===== config.mk =====
export PLATFORM = sky130hd
export DESIGN_NAME = reg_bank_arbiter_flat
export DESIGN_NICKNAME = d
export VERILOG_FILES = /design/src/rtl/reg_bank_arbiter_if.sv /design/src/rtl/reg_bank_arbiter.sv /design/src/flat_wrapper.sv
export SDC_FILE = /design/constraint.sdc
export NUM_CORES = 1
export LEC_CHECK = 0
export CORE_MARGIN = 5
export CORE_UTILIZATION = 55
export DETAILED_ROUTE_END_ITERATION = 6
export GPL_TIMING_DRIVEN = 0
export PLACE_DENSITY = 0.82
export SETUP_SLACK_MARGIN = 0.1
export SYNTH_ARGS = -nofsm -noshare
export SYNTH_HDL_FRONTEND = slang
export SYNTH_SLANG_ARGS = --single-unit

===== constraint.sdc =====
create_clock -name clk -period 4.89 [get_ports clk]
set_input_delay 0.978 -clock clk [delete_from_list [all_inputs] [get_ports clk]]
set_output_delay 0.978 -clock clk [all_outputs]
set_load 0.05 [all_outputs]

===== src/rtl/reg_bank_arbiter_if.sv =====
// Handshake bundle between two requesters and the shared register bank.
// master = requester side, slave = arbiter side.
interface reg_bank_arbiter_if #(
  parameter int DW = 4,
  parameter int AW = 2
);
  logic          req_a;
  logic          we_a;
  logic [AW-1:0] addr_a;
  logic [DW-1:0] wdata_a;
  logic          req_b;
  logic          we_b;
  logic [AW-1:0] addr_b;
  logic [DW-1:0] wdata_b;
  logic          gnt_a;
  logic          gnt_b;
  logic          done_a;
  logic          done_b;
  logic [DW-1:0] rdata;
  logic          busy;

  modport master (
    output req_a, we_a, addr_a, wdata_a,
    output req_b, we_b, addr_b, wdata_b,
    input  gnt_a, gnt_b, done_a, done_b,
    input  rdata, busy
  );

  modport slave (
    input  req_a, we_a, addr_a, wdata_a,
    input  req_b, we_b, addr_b, wdata_b,
    output gnt_a, gnt_b, done_a, done_b,
    output rdata, busy
  );
endinterface


===== src/rtl/reg_bank_arbiter.sv =====
// Round-robin arbiter sharing one small register bank between requesters A and B.
// Each transaction runs IDLE -> ACCESS -> DONE with all outputs registered.
module reg_bank_arbiter #(
  parameter int DW = 4,
  parameter int AW = 2
) (
  input logic               clk,
  input logic               rst,
  reg_bank_arbiter_if.slave bus
);
  localparam int DEPTH = 1 << AW;

  typedef enum logic [1:0] {
    IDLE,
    ACCESS,
    DONE
  } state_e;

  state_e        state_q, state_d;
  logic          sel_b_q, sel_b_d;
  logic          prio_b_q, prio_b_d;
  logic          we_q, we_d;
  logic [AW-1:0] addr_q, addr_d;
  logic [DW-1:0] wdata_q, wdata_d;
  logic [DW-1:0] rdata_q, rdata_d;
  logic          gnt_a_q, gnt_a_d;
  logic          gnt_b_q, gnt_b_d;
  logic          done_a_q, done_a_d;
  logic          done_b_q, done_b_d;
  logic          busy_q, busy_d;
  logic [DW-1:0] bank_q [DEPTH];
  logic [DW-1:0] bank_d [DEPTH];
  logic          win_b;

  // B wins when it is alone, or when both ask and the pointer names B
  assign win_b = bus.req_b & (~bus.req_a | prio_b_q);

  always_comb begin
    state_d  = state_q;
    sel_b_d  = sel_b_q;
    prio_b_d = prio_b_q;
    we_d     = we_q;
    addr_d   = addr_q;
    wdata_d  = wdata_q;
    rdata_d  = rdata_q;
    gnt_a_d  = gnt_a_q;
    gnt_b_d  = gnt_b_q;
    done_a_d = done_a_q;
    done_b_d = done_b_q;
    busy_d   = busy_q;
    bank_d   = bank_q;
    unique case (state_q)
      IDLE: begin
        if (bus.req_a | bus.req_b) begin
          sel_b_d = win_b;
          we_d    = win_b ? bus.we_b    : bus.we_a;
          addr_d  = win_b ? bus.addr_b  : bus.addr_a;
          wdata_d = win_b ? bus.wdata_b : bus.wdata_a;
          gnt_a_d = ~win_b;
          gnt_b_d = win_b;
          busy_d  = 1'b1;
          state_d = ACCESS;
        end
      end
      ACCESS: begin
        if (we_q) bank_d[addr_q] = wdata_q;
        else      rdata_d        = bank_q[addr_q];
        gnt_a_d  = 1'b0;
        gnt_b_d  = 1'b0;
        done_a_d = ~sel_b_q;
        done_b_d = sel_b_q;
        prio_b_d = ~sel_b_q;
        state_d  = DONE;
      end
      DONE: begin
        done_a_d = 1'b0;
        done_b_d = 1'b0;
        busy_d   = 1'b0;
        state_d  = IDLE;
      end
      default: state_d = IDLE;
    endcase
  end

  always_ff @(posedge clk or posedge rst) begin
    if (rst) begin
      state_q  <= IDLE;
      sel_b_q  <= 1'b0;
      prio_b_q <= 1'b0;
      we_q     <= 1'b0;
      addr_q   <= '0;
      wdata_q  <= '0;
      rdata_q  <= '0;
      gnt_a_q  <= 1'b0;
      gnt_b_q  <= 1'b0;
      done_a_q <= 1'b0;
      done_b_q <= 1'b0;
      busy_q   <= 1'b0;
      for (int i = 0; i < DEPTH; i++) bank_q[i] <= '0;
    end else begin
      state_q  <= state_d;
      sel_b_q  <= sel_b_d;
      prio_b_q <= prio_b_d;
      we_q     <= we_d;
      addr_q   <= addr_d;
      wdata_q  <= wdata_d;
      rdata_q  <= rdata_d;
      gnt_a_q  <= gnt_a_d;
      gnt_b_q  <= gnt_b_d;
      done_a_q <= done_a_d;
      done_b_q <= done_b_d;
      busy_q   <= busy_d;
      for (int i = 0; i < DEPTH; i++) bank_q[i] <= bank_d[i];
    end
  end

  assign bus.gnt_a  = gnt_a_q;
  assign bus.gnt_b  = gnt_b_q;
  assign bus.done_a = done_a_q;
  assign bus.done_b = done_b_q;
  assign bus.rdata  = rdata_q;
  assign bus.busy   = busy_q;
endmodule


===== src/flat_wrapper.sv =====
// flat-port wrapper written by rule: the top's interface ports become plain ports
module reg_bank_arbiter_flat 
#(
  parameter int DW = 4,
  parameter int AW = 2
)
  (clk, rst, bus_req_a, bus_we_a, bus_addr_a, bus_wdata_a, bus_req_b, bus_we_b, bus_addr_b, bus_wdata_b, bus_gnt_a, bus_gnt_b, bus_done_a, bus_done_b, bus_rdata, bus_busy);
  reg_bank_arbiter_if #(.DW(DW), .AW(AW)) bus_i ();
  input logic clk;
  input logic rst;
  input wire logic [$bits(bus_i.req_a)-1:0] bus_req_a;
  input wire logic [$bits(bus_i.we_a)-1:0] bus_we_a;
  input wire logic [$bits(bus_i.addr_a)-1:0] bus_addr_a;
  input wire logic [$bits(bus_i.wdata_a)-1:0] bus_wdata_a;
  input wire logic [$bits(bus_i.req_b)-1:0] bus_req_b;
  input wire logic [$bits(bus_i.we_b)-1:0] bus_we_b;
  input wire logic [$bits(bus_i.addr_b)-1:0] bus_addr_b;
  input wire logic [$bits(bus_i.wdata_b)-1:0] bus_wdata_b;
  output wire logic [$bits(bus_i.gnt_a)-1:0] bus_gnt_a;
  output wire logic [$bits(bus_i.gnt_b)-1:0] bus_gnt_b;
  output wire logic [$bits(bus_i.done_a)-1:0] bus_done_a;
  output wire logic [$bits(bus_i.done_b)-1:0] bus_done_b;
  output wire logic [$bits(bus_i.rdata)-1:0] bus_rdata;
  output wire logic [$bits(bus_i.busy)-1:0] bus_busy;
  assign bus_i.req_a = bus_req_a;
  assign bus_i.we_a = bus_we_a;
  assign bus_i.addr_a = bus_addr_a;
  assign bus_i.wdata_a = bus_wdata_a;
  assign bus_i.req_b = bus_req_b;
  assign bus_i.we_b = bus_we_b;
  assign bus_i.addr_b = bus_addr_b;
  assign bus_i.wdata_b = bus_wdata_b;
  assign bus_gnt_a = bus_i.gnt_a;
  assign bus_gnt_b = bus_i.gnt_b;
  assign bus_done_a = bus_i.done_a;
  assign bus_done_b = bus_i.done_b;
  assign bus_rdata = bus_i.rdata;
  assign bus_busy = bus_i.busy;
  reg_bank_arbiter #(.DW(DW), .AW(AW)) u_core (.clk(clk), .rst(rst), .bus(bus_i));
endmodule

==> qor.csv, run 1 <==
metric;value;unit
run_status;complete, no violations;
post_cts_buffers;0;
r2r_cells;6;
dp_hpwl;2.39;mm
setup.worst_path.start_class;register;
start_util;55.9;%
powerDensity;678;nW/um2
antenna_found_initial;0;
cts_buffer_depth;2;
period_minus_slack;2.50;ns
rows;20;
placedCellCount;193;
drive_gt1_share;25.0;%
clk_latency;0.33;ns
p_int;0.000840;W
syn-cell-area;1670;um2
p_clk_share;11.7;%
cts_resized;0;
fin_nets;190;
cts_max_level;2;
worstReg2RegEnd;u_core.bank_q[14];
holdBufCountCts;0;
slew_viol_final;0;
clk_pin_slew_worst_paths;0.10;ns
r2r_setup_slack;3.07;ns
worst_pin_slew;0.708;ns
startpoint;u_core.bus.done_a;
p_seq_share;39.4;%
r2r_start;u_core.state_q[1];
crit_slowest_cell;clkdlybuf4s50_1;
min_path_type;register to register;
syn_to_final_growth;21.6;%
skew;0.00760;ns
avgSynthCellArea;12.4;um2
antenna_left;0;
min_from;u_core.bus.rdata[1];
p_comb_share;48.8;%
critPathCaptureType;output pin;
ys_seq_elements;36;
period_share;51.1;%
p_leak;0.851;nW
gp_congestion;0.781;
synth_cells;134;
cp_max_fo;2;
num-fill-cells;202;
criticalPathCategory;register to output pin;
ys_seq_area_share;54.1;%
hold_depth;1;
final_hold_viol_count;0;
cts_buffers;5;
min_delay_worst_endpoint;u_core.bus.rdata[1];
yosysWarnings;0;
dieArea;4230;um2
grt_overflow;0;
swShare;38.9;%
setup_viol;0;
seqCellArea;901;um2
root_buffer;clkbuf_4;
max_stage_delay;0.81;ns
arrival;1.52;ns
via_per_inst;5.67;
routed_wl;3.12;mm
yosys.cell_types.count;24;
ios;27;
setup_tns;0;ns
grt_pass1_vias;1236;
crit_family;buffers and inverters;
die_h;65.0;um
drc;0;
port_buffers;26;
maxSlewHeadroom;52.7;%
grtUsageTotal;18.0;%
wl_per_cell;15.5;um
grt_max_degree;37;
path_buf_inv;1;
first_pass_iters;4;
p_sw;0.000534;W
instances_no_fill;201;
syn_nets;157;
num_vias;1139;
multiInputGateArea;707;um2
clock_sinks;36;
grt_pass1_wl;5.71;mm
path_cells;clkdlybuf4s50_1;
cts_tree;done;
cap_violations;0;
dieWidth;65.0;um
drt_iter0_markers;36;
placeableCoreArea;2980;um2
worstPathRequired;3.91;ns
fmax;401;MHz
antennaDiodeCount;0;
rsz0062_at_grt;false;
max-vdd-ir-drop;0.000413;V
metrics by stage:
stage | power [W] | util, % | worst slack (ns) | hold slack [ns] | instance area (um2)
after floorplan | 0.00103 | - | 2.97 | 0.465 | 1670
after global placement | 0.00119 | 66.1 | 2.40 | 0.483 | 1970
after detailed placement | 0.00122 | 66.1 | 2.34 | 0.493 | 1970
after CTS | 0.00138 | 68.0 | 2.40 | 0.514 | 2030
after global routing | 0.00148 | 68.0 | 2.34 | 0.540 | 2030
final | 0.00137 | 68.0 | 2.39 | 0.510 | 2030
synth_stat cells:
cell | n | area (um2)
buf_2 | 4 | 20.0
dfrtp_1 | 36 | 901
nand2_1 | 3 | 11.3
clkbuf_1 | 1 | 3.75
a31oi_1 | 7 | 43.8
o21ai_0 | 11 | 55.1
o21ai_2 | 1 | 8.76
or3b_4 | 1 | 11.3
nand3_1 | 8 | 40.0
nand4b_1 | 2 | 17.5
inv_1 | 6 | 22.5
nand4_1 | 1 | 6.26
a21oi_1 | 3 | 15.0
nor3_1 | 1 | 5.00
buf_6 | 1 | 11.3
nor2b_1 | 1 | 6.26
nand2b_1 | 2 | 12.5
mux2_2 | 23 | 259
nand3b_1 | 1 | 7.51
o21a_1 | 1 | 7.51
mux4_2 | 4 | 90.1
nor2_1 | 10 | 37.5
ha_1 | 5 | 62.6
nor3_2 | 1 | 10.0
layout by cell type, fill, tap and decap left out, types with 2 or more instances in the layout:
cell             count
clkdlybuf4s50_1     26
nand3_1              8
buf_2                4
a21oi_1              3
nand2b_1             2
clkbuf_4             5
dfrtp_1             36
ha_1                 5
clkbuf_1             3
mux2_2              23
o21ai_0             11
a31oi_1              7
inv_1                5
mux4_2               4
nand2_1              3
nor2_1              10
nand4b_1             2
area by class of cell:
cell class | count | area share, %
Buffer | 6 | 1.73
Timing Repair Buffer | 26 | 12.8
Tap cell | 33 | 2.04
Multi-Input combinational cell | 86 | 34.9
Inverter | 6 | 1.11
Clock buffer | 8 | 2.90
Sequential cell | 36 | 44.5
power groups by stage:
stage          Combinational [W]  Sequential [W]  Clock (W)
6_report                0.000671        0.000542   0.000161
3_3_place_gp            0.000656        0.000532          0
2_1_floorplan           0.000387        0.000647          0
3_5_place_dp            0.000677        0.000547          0
4_1_cts                 0.000679        0.000540   0.000164
5_1_grt                 0.000738        0.000564   0.000182
cell families after synthesis:
logic type	synth area share (%)
fa+ha+maj	3.76
buf+inv	3.46
flops	54.1
simple gates	9.92
compound gates	7.81
mux	21.0
layer usage:
metal  GRT usage [%]  routed length (um)  vias up
met5               0                   0        -
met4            6.74                  35        0
met3            4.16                 159        5
met2            29.8                1540       32
met1            23.0                1380      558
li1                -                   -      544
sequential cells by signal, indices dropped and copies added (netlist names), 2 cells and up:
name	cells
u_core.bank_q	16
u_core.bus.rdata	4
u_core.wdata_q	4
u_core.addr_q	2
u_core.state_q	2
worst max-delay path by stage:
| stage | end | cells past startpoint | slack, ns |
|---|---|---|---|
| floorplan | u_core.bus.gnt_a | 3 | 2.97 |
| global placement | u_core.addr_q[0] | 2 | 2.40 |
| detailed placement | u_core.wdata_q[3] | 2 | 2.34 |
| CTS | bus_done_a | 1 | 2.40 |
| global route | bus_gnt_a | 1 | 2.34 |
| finish | bus_done_a | 1 | 2.39 |
Note: power is estimated with default switching activity, not from simulation.
==> inputs of run 2 (changes only) <==
--- a/config.mk
+++ b/config.mk
@@ -6,10 +6,10 @@
 export NUM_CORES = 1
 export LEC_CHECK = 0
 export CORE_MARGIN = 5
-export CORE_UTILIZATION = 55
+export CORE_UTILIZATION = 52
 export DETAILED_ROUTE_END_ITERATION = 6
 export GPL_TIMING_DRIVEN = 0
-export PLACE_DENSITY = 0.82
+export PLACE_DENSITY = 0.78
 export SETUP_SLACK_MARGIN = 0.1
 export SYNTH_ARGS = -nofsm -noshare
 export SYNTH_HDL_FRONTEND = slang
==> constraint.sdc (replaced) <==
create_clock -name clk -period 2.6 [get_ports clk]
set_input_delay 0.52 -clock clk [delete_from_list [all_inputs] [get_ports clk]]
set_output_delay 0.52 -clock clk [all_outputs]
set_load 0.05 [all_outputs]
==> run 2 against run 1 <==
Non-clock buffer count did not move. First-iteration DRC count increased by 31%. Core utilization barely moved. Flip-flop and latch count unchanged. Largest cell class unchanged.
==> qor.csv, run 2 (same netlist as run 1, synthesis figures left out) <==
metric;value;unit
run_status;complete, no violations;
dp_hpwl;2.32;mm
final_cell_area;2080;um2
maxSlewHeadroom;52.0;%
die_h;66.6;um
ios;27;
drc;0;
dieWidth;66.6;um
start_util;54.5;%
clk_pin_slew_worst_paths;0.11;ns
num-fill-cells;232;
largest_register;u_core.bank_q;
first_pass_iters;4;
rows;20;
via_per_inst;5.50;
post_cts_buffers;0;
skew;0.00426;ns
min_path_type;register to register;
largest_register_ffs;16;
grt_util_met3;6.58;%
pre_cts_slack;0.470;ns
drt_iter0_markers;47;
max-vdd-ir-drop;0.000930;V
cts_max_level;2;
syn_to_final_growth;24.6;%
port_buffers;26;
drive_gt1_share;26.2;%
antennaDiodeCount;0;
critPathCaptureType;output pin;
final_hold_viol_count;0;
p_leak;0.869;nW
routed_wl;3.15;mm
cts_tree;done;
setup_viol;0;
worstPathRequired;2.08;ns
cts_buffers;5;
grtUsageTotal;17.1;%
setup.worst_path.start_class;register;
worst_pin_slew;0.720;ns
gp_congestion;0.851;
max_stage_delay;0.81;ns
criticalPathCategory;register to output pin;
setup_tns;0;ns
seqCellArea;901;um2
slew_viol_final;0;
root_buffer;clkbuf_4;
fin_nets;190;
grt_pass1_wl;5.62;mm
top_usage_layer;met2;
arrival;1.51;ns
worst_slack;0.570;ns
multiInputGateArea;707;um2
powerDensity;1310;nW/um2
num_vias;1167;
crit_family;buffers and inverters;
grt_max_degree;37;
final_util;68.0;%
clock_sinks;36;
period_minus_slack;2.03;ns
antenna_left;0;
dieArea;4430;um2
final_cell_mix;dfrtp_1, clkdlybuf4s50_1, mux2_2;
place_area;1980;um2
period_share;78.1;%
fmax;493;MHz
rsz0062_at_grt;false;
placeableCoreArea;3050;um2
total_power;0.00271;W
clk_latency;0.33;ns
antenna_found_initial;0;
crit_slowest_cell;clkdlybuf4s50_1;
cts_buffer_depth;2;
holdBufCountCts;0;
final_common_cell;dfrtp_1;
path_buf_inv;1;
met2_usage;27.2;%
use_met1;21.5;%
grt_pass1_vias;1224;
cp_max_fo;2;
cts_resized;0;
cap_violations;0;
grt_overflow;0;
wl_per_cell;14.9;um
path_cells;clkdlybuf4s50_1;
run 2: path summary, 6_finish.rpt:
| path | slack (ns) | cells after the start | endpoint | from |
|---|---|---|---|---|
| max in group asynchronous | 1.53 | 2 | u_core.state_q[0] | rst |
| setup / recovery | 0.57 | 1 | bus_gnt_b | u_core.bus.gnt_b |
| hold / removal | 0.52 | 1 | u_core.bank_q[14] | u_core.bank_q[14] |
| setup reg to reg | 0.79 | 6 | u_core.bank_q[13] | u_core.state_q[1] |
| hold reg to reg | 0.52 | 1 | u_core.bank_q[14] | u_core.bank_q[14] |
| min in group asynchronous | 0.61 | 2 | u_core.bank_q[12] | rst |
run 2: power by group:
group,internal (W),switching (W)
Sequential,0.000845,0.000173
Combinational,0.000600,0.000657
Clock,0.000255,0.000182
run 2: metal layers:
layer  wire, um  vias to the layer above
met5          0                        -
met4         54                        0
met3        199                        7
met2       1500                       40
met1       1400                      576
li1           -                      544
run 2: worst reg2reg max path, delay by kind of cell, from the launching register on:
kind / cells / cell delay [ns]
adders and majority gates: 1 / 0.17
muxes: 1 / 0.39
DFF: 1 / 0.40
and+or+nand+nor: 2 / 0.43
buffers and inverters: 2 / 0.32
run 2: stage by stage:
| stage | hold slack, ns | cells |
|---|---|---|
| after global placement | 0.483 | 204 |
| final | 0.515 | 212 |
| after global routing | 0.540 | 212 |
| after detailed placement | 0.493 | 204 |
| after CTS | 0.518 | 212 |
| after floorplan | 0.465 | 134 |
run 2: area by class of cell:
type,instances,area share (%)
well taps,44,2.65
inverters,6,1.08
repair buffers,26,12.5
plain buffers,6,1.69
multi-input cells,86,34.1
clock inverters,1,1.45
clock buffers,7,3.13
flip-flops and latches,36,43.4
